`config.mk`:
```
export PLATFORM = sky130hd
export DESIGN_NAME = dsp_mac_pipe
export DESIGN_NICKNAME = d
export VERILOG_FILES = /design/src/rtl/dsp_mac_pipe.sv
export SDC_FILE = /design/constraint.sdc
export NUM_CORES = 2
export LEC_CHECK = 0
export BUFFER_PORTS_ARGS = -buffer_cell sky130_fd_sc_hd__buf_4
export CORE_MARGIN = 2
export CORE_UTILIZATION = 56
export CTS_CLUSTER_DIAMETER = 30
export DETAILED_ROUTE_END_ITERATION = 12
export GPL_TIMING_DRIVEN = 0
export PLACE_DENSITY = 0.79
export SYNTH_ARGS = -nofsm -noshare
export SYNTH_HDL_FRONTEND = slang
export SYNTH_SLANG_ARGS = --single-unit
```
`constraint.sdc`:
```
create_clock -name clk -period 9.5 [get_ports clk]
set_clock_uncertainty 0.05 [all_clocks]
set_input_delay 0.95 -clock clk [delete_from_list [all_inputs] [get_ports clk]]
set_output_delay 0.95 -clock clk [all_outputs]
set_load 0.05 [all_outputs]
```
`src/rtl/dsp_mac_pipe.sv`:
```
// dsp_mac_pipe: three-stage signed pre-add / multiply / post-add slice with
// accumulate feedback, optional saturation, sticky overflow and B/P cascade.
module dsp_mac_pipe #(
    parameter int    AW      = 18,
    parameter int    BW      = 18,
    parameter int    PW      = 48,
    parameter string B_INPUT = "DIRECT",
    parameter bit    SAT_EN  = 1'b1
) (
    input  logic                  clk,
    input  logic                  RST_N,
    input  logic                  CE,
    input  logic                  CLR,
    input  logic                  in_valid,
    input  logic signed [AW-1:0]  A,
    input  logic signed [BW-1:0]  B,
    input  logic signed [BW-1:0]  BCIN,
    input  logic signed [BW-1:0]  D,
    input  logic signed [PW-1:0]  C,
    input  logic signed [PW-1:0]  PCIN,
    input  logic [5:0]            OPMODE,
    output logic signed [BW-1:0]  BCOUT,
    output logic signed [AW+BW:0] M,
    output logic signed [PW-1:0]  P,
    output logic signed [PW-1:0]  PCOUT,
    output logic                  out_valid,
    output logic                  OVF,
    output logic                  OVF_STICKY
);

    localparam bit CASCADE = (B_INPUT == "CASCADE");
    localparam int MW      = AW + BW + 1;

    logic signed [AW-1:0] r_a_p1;
    logic signed [BW-1:0] r_b_p1;
    logic signed [BW-1:0] r_d_p1;
    logic signed [PW-1:0] r_c_p1;
    logic signed [PW-1:0] r_pcin_p1;
    logic [5:0]           r_op_p1;
    logic                 r_vld_p1;

    logic signed [MW-1:0] r_m_p2;
    logic signed [PW-1:0] r_c_p2;
    logic signed [PW-1:0] r_pcin_p2;
    logic [1:0]           r_zsel_p2;
    logic                 r_psub_p2;
    logic                 r_cin_p2;
    logic                 r_vld_p2;

    logic signed [PW-1:0] r_p_p3;
    logic                 r_ovf_p3;
    logic                 r_sticky_p3;
    logic                 r_vld_p3;

    logic signed [BW-1:0] w_b_in;
    logic signed [BW:0]   w_pre_p1;
    logic signed [MW-1:0] w_prod_p1;
    logic signed [PW-1:0] w_z_p2;
    logic signed [PW:0]   w_m_x;
    logic signed [PW:0]   w_z_x;
    logic signed [PW:0]   w_cin_x;
    logic signed [PW:0]   w_sum_p2;
    logic                 w_ovf_p2;

    function automatic logic signed [BW:0] pre_add(input logic signed [BW-1:0] b,
                                                   input logic signed [BW-1:0] d,
                                                   input logic use_pre,
                                                   input logic sub);
        logic signed [BW:0] b_x;
        logic signed [BW:0] d_x;
        b_x = (BW+1)'(b);
        d_x = (BW+1)'(d);
        if (!use_pre) return b_x;
        return sub ? (d_x - b_x) : (d_x + b_x);
    endfunction

    function automatic logic signed [PW-1:0] sat_clamp(input logic signed [PW:0] sum,
                                                       input logic ovf);
        if (SAT_EN && ovf)
            return sum[PW] ? {1'b1, {(PW-1){1'b0}}} : {1'b0, {(PW-1){1'b1}}};
        return sum[PW-1:0];
    endfunction

    assign w_b_in = CASCADE ? BCIN : B;

    // Stage 1: operand capture
    always_ff @(posedge clk or negedge RST_N) begin
        if (!RST_N) begin
            r_a_p1    <= '0;
            r_b_p1    <= '0;
            r_d_p1    <= '0;
            r_c_p1    <= '0;
            r_pcin_p1 <= '0;
            r_op_p1   <= '0;
            r_vld_p1  <= 1'b0;
        end else if (CLR) begin
            r_b_p1    <= '0;
            r_vld_p1  <= 1'b0;
        end else if (CE) begin
            r_a_p1    <= A;
            r_b_p1    <= w_b_in;
            r_d_p1    <= D;
            r_c_p1    <= C;
            r_pcin_p1 <= PCIN;
            r_op_p1   <= OPMODE;
            r_vld_p1  <= in_valid;
        end
    end

    // Pre-adder keeps BW+1 bits so the product is exact in MW bits.
    assign w_pre_p1  = pre_add(r_b_p1, r_d_p1, r_op_p1[0], r_op_p1[1]);
    assign w_prod_p1 = MW'(r_a_p1) * MW'(w_pre_p1);

    // Stage 2: product register, post-add controls carried with the operation
    always_ff @(posedge clk or negedge RST_N) begin
        if (!RST_N) begin
            r_m_p2    <= '0;
            r_c_p2    <= '0;
            r_pcin_p2 <= '0;
            r_zsel_p2 <= '0;
            r_psub_p2 <= 1'b0;
            r_cin_p2  <= 1'b0;
            r_vld_p2  <= 1'b0;
        end else if (CLR) begin
            r_m_p2    <= '0;
            r_vld_p2  <= 1'b0;
        end else if (CE) begin
            r_m_p2    <= w_prod_p1;
            r_c_p2    <= r_c_p1;
            r_pcin_p2 <= r_pcin_p1;
            r_zsel_p2 <= r_op_p1[3:2];
            r_psub_p2 <= r_op_p1[4];
            r_cin_p2  <= r_op_p1[5];
            r_vld_p2  <= r_vld_p1;
        end
    end

    always_comb begin
        w_z_p2 = '0;
        case (r_zsel_p2)
            2'b01:   w_z_p2 = r_p_p3;
            2'b10:   w_z_p2 = r_c_p2;
            2'b11:   w_z_p2 = r_pcin_p2;
            default: w_z_p2 = '0;
        endcase
    end

    assign w_m_x    = (PW+1)'(r_m_p2);
    assign w_z_x    = (PW+1)'(w_z_p2);
    assign w_cin_x  = {{PW{1'b0}}, r_cin_p2};
    assign w_sum_p2 = r_psub_p2 ? (w_z_x - (w_m_x + w_cin_x)) : (w_z_x + w_m_x + w_cin_x);
    assign w_ovf_p2 = w_sum_p2[PW] ^ w_sum_p2[PW-1];

    // Stage 3: post-add result; only a valid operation may disturb P and the flags
    always_ff @(posedge clk or negedge RST_N) begin
        if (!RST_N) begin
            r_p_p3      <= '0;
            r_ovf_p3    <= 1'b0;
            r_sticky_p3 <= 1'b0;
            r_vld_p3    <= 1'b0;
        end else if (CLR) begin
            r_p_p3      <= '0;
            r_ovf_p3    <= 1'b0;
            r_sticky_p3 <= 1'b0;
            r_vld_p3    <= 1'b0;
        end else begin
            r_vld_p3 <= CE & r_vld_p2;
            if (CE && r_vld_p2) begin
                r_p_p3      <= sat_clamp(w_sum_p2, w_ovf_p2);
                r_ovf_p3    <= w_ovf_p2;
                r_sticky_p3 <= r_sticky_p3 | w_ovf_p2;
            end
        end
    end

    assign BCOUT      = r_b_p1;
    assign M          = r_m_p2;
    assign P          = r_p_p3;
    assign PCOUT      = r_p_p3;
    assign out_valid  = r_vld_p3;
    assign OVF        = r_ovf_p3;
    assign OVF_STICKY = r_sticky_p3;

endmodule

```
==> results.txt <==
----------------------------------------------------
[Synth]
  Count of cell types in the netlist ... 92
  Synthesized area per cell ... approximately 8.4 sq um
  Number of enable flip-flop cells after synthesis ... 0
  Async SR Flop Fraction ... 100%
  Area share of the largest cell type after synthesis ... 24.5%
  Flop and latch count out of synthesis ... 346
  Number of standard cells after synthesis ... 4,201
  Total nets after synthesis ... 4,977
  Biggest area contributors in the synthesized netlist ... sky130_fd_sc_hd__dfrtp_1 25%, sky130_fd_sc_hd__fa_1 19%, sky130_fd_sc_hd__nand2_1 11%
  Post-synthesis instance area ... 35,300 sq um
  Sequential area share after synthesis ... 24.5%
  Warning count from the yosys run ... 0
  Cell taking the most area after synthesis ... sky130_fd_sc_hd__dfrtp_1
  Most used DFF post-synth ... sky130_fd_sc_hd__dfrtp_1

[Worst hold path]
  Path category of the worst min-delay check ... in -> async

[GRT]
  First-pass GRT wire length ... 183,000 um
  Global-route congestion overflow total ... 0
  Maximum number of pins on one net before global-route repair ... 128
  Vias in the first global route ... around 31k
  Antenna violations before repair ... 0
  Global-route usage over all layers ... between 30% and 40%

[Routing]
  Vias per inst ... between 5 and 6
  Total detailed-routing wirelength ... 122,000 um
  Count of vias placed by the detailed router ... 31.5k
  Number of DRC violations after detailed routing ... 0
  Iteration count of the initial detailed-routing pass ... 8
  Initial DRC Count ... 2,934
  Routed wire length per instance ... 22.0 um
  Antenna Violating Nets Remaining ... 0

[Die]
  Horizontal extent of the die ... 255 um
  Number of ports placed on the die boundary ... ~330
  Initial Utilization ... a little under three fifths
  Die area ... 65,100 sq um
  Core Box Area ... 62,700 sq um
  Overall die height ... 255 um
  Site Rows ... 92

[Setup path]
  Kind of cell adding the most delay to the critical path ... adder cells
  Worst path bufs/invs ... 8
  Critical path required time ... between 9 and 10 ns
  Data arrival time of the worst path ... about 11 ns
  Critical path startpoint category ... register
  Setup crit end kind ... register
  Cell with the biggest individual delay on the critical path ... sky130_fd_sc_hd__fa_2
  Critical Setup Path Class ... reg -> reg
  Worst R2R Setup Slack ... -0.61 ns
  Worst-path maximum fanout ... 7
  Biggest cell delay along the critical path ... 0.64 ns

[STA]
  Final Critical Period ... 10.11 ns
  Highest clock frequency the design can meet ... a little under 100 MHz
  Number of endpoints failing setup at the final stage ... 8
  Relative slew slack ... 9.53%
  Pin slew with the least headroom to its limit ... 1.36 ns
  Hold violation count in the final report ... 0
  Setup repair after global routing missed its margin ... yes
  Fin. max-slew vios ... 0
  Final worst-path setup slack ... -0.612 ns
  Period Utilization, post-route ... 106%
  Setup Total Neg Slack ... -2.81 ns

[Layout]
  Fraction of layout cells with a size suffix above 1 ... 16.3%
  Leading cell type in the layout, fill and taps excluded ... sky130_fd_sc_hd__nand2_1
  N_diodes ... 0
  Area added between synthesis and finish ... 20.5%
  Leading cell types in the layout, fill and taps excluded ... 1,012 x sky130_fd_sc_hd__nand2_1, 563 x sky130_fd_sc_hd__inv_1, 404 x sky130_fd_sc_hd__buf_4
  End-of-flow core utilization ... 67.8%
  Layout Nets ... 5,416
  Layout fillers ... 5,073

[Clock tree]
  TritonCTS clock tree ... done
  Max Buffers Root-to-Sink ... 3
  Clock insertion delay at the later pin of the skew report ... 0.64 ns
  Clock Sinks ... between 300 and 400
  # H-tree levels ... 3
  Clock Pin Slew Worst Setup and Hold Paths ... 0.05 ns
  Total CTS buffers ... around 80
  CTS Hold Bufs ... 0
  Cell chosen for the clock root ... sky130_fd_sc_hd__clkbuf_16

[Outcome]
  Status ... finished with violations
  Failing checks ... negative setup slack

[Placed design]
  Routability-driven placement congestion ratio ... 1.01
  Count of buffers from port buffering ... 312
  Detail Placement HPWL ... 96,500 um

[Flow run]
  Maxcap violations ... 0

----------------------------------------------------
## cells in the mapped netlist (64+ instances only)
cell / number
sky130_fd_sc_hd__nand2_1: 1017
sky130_fd_sc_hd__inv_1: 574
sky130_fd_sc_hd__dfrtp_1: 346
sky130_fd_sc_hd__fa_1: 343
sky130_fd_sc_hd__ha_1: 254
sky130_fd_sc_hd__nor2_1: 217
sky130_fd_sc_hd__a21oi_1: 180
sky130_fd_sc_hd__and2_1: 163
sky130_fd_sc_hd__clkbuf_1: 162
sky130_fd_sc_hd__xnor2_1: 125
sky130_fd_sc_hd__o21ai_0: 87
sky130_fd_sc_hd__mux2_2: 64
## path summary, 6_finish.rpt
check	from	to	cells past startpoint
worst max-delay path	BCOUT[4]	M[34]	46
worst min-delay path	RST_N	BCOUT[8]	1
worst max register to register	BCOUT[4]	M[34]	46
worst min register to register	r_c_p1[5]	r_c_p2[5]	2
max in group asynchronous	RST_N	P[17]	2
min in group clk	r_c_p1[5]	r_c_p2[5]	2
## cells by family after synthesis
family	share of synthesized area [%]
AO/OA/AOI/OAI	11.1
XOR/XNOR	3.72
adder cells (fa/ha/maj)	28.5
buffers and inverters	9.25
flip-flops	24.5
multiplexers	3.59
AND/OR/NAND/NOR	19.3
## sequential cells by signal, indices dropped and copies added, names as in the netlist, 18 cells and up
name and cells:
r_c_p2 48, P 48, r_d_p1 18, M 37, r_pcin_p2 48, r_pcin_p1 48
r_c_p1 48, BCOUT 18, r_a_p1 18
## stage by stage
stage	worst slack, ns	std cells	hold WS [ns]	instance area (sq um)
global route	-0.964	5551	0.384	42500
detailed placement	-1.23	5361	0.402	38900
finish	-0.612	5551	0.334	42500
floorplan	-0.0420	4201	0.389	35400
CTS	-0.463	5532	0.370	42200
global placement	-1.15	5359	0.401	38800
## per-layer routing
layer | GRT usage, % | vias to the layer above | routed length (um)
li1 | - | 14200 | -
met3 | 7.19 | 311 | 10900
met5 | 0 | - | 0
met1 | 48.1 | 15400 | 47500
met2 | 62.0 | 1548 | 57100
met4 | 18.1 | 0 | 6680
## repair_timing
item	CTS	global route
buffers inserted	24	20
setup endpoints to repair	17	17
gates resized for setup	52	83
pin swaps	19	42
cloned	1	0
endpoints found under the hold margin	0	0
## layout make-up
type,instances,area (sq um),area share [%]
plain buffers,233,1170,2.74
clock inverters,49,703,1.65
well taps,846,1060,2.49
inverters,578,2180,5.12
repair buffers,358,2770,6.51
flip-flops and latches,346,8660,20.4
clock buffers,97,2160,5.09
multi-input cells,3044,23800,56.0
Power is left out: the tool's default activity adds up to more than one toggle a clock period on the data nets, which glitch-free logic cannot reach.
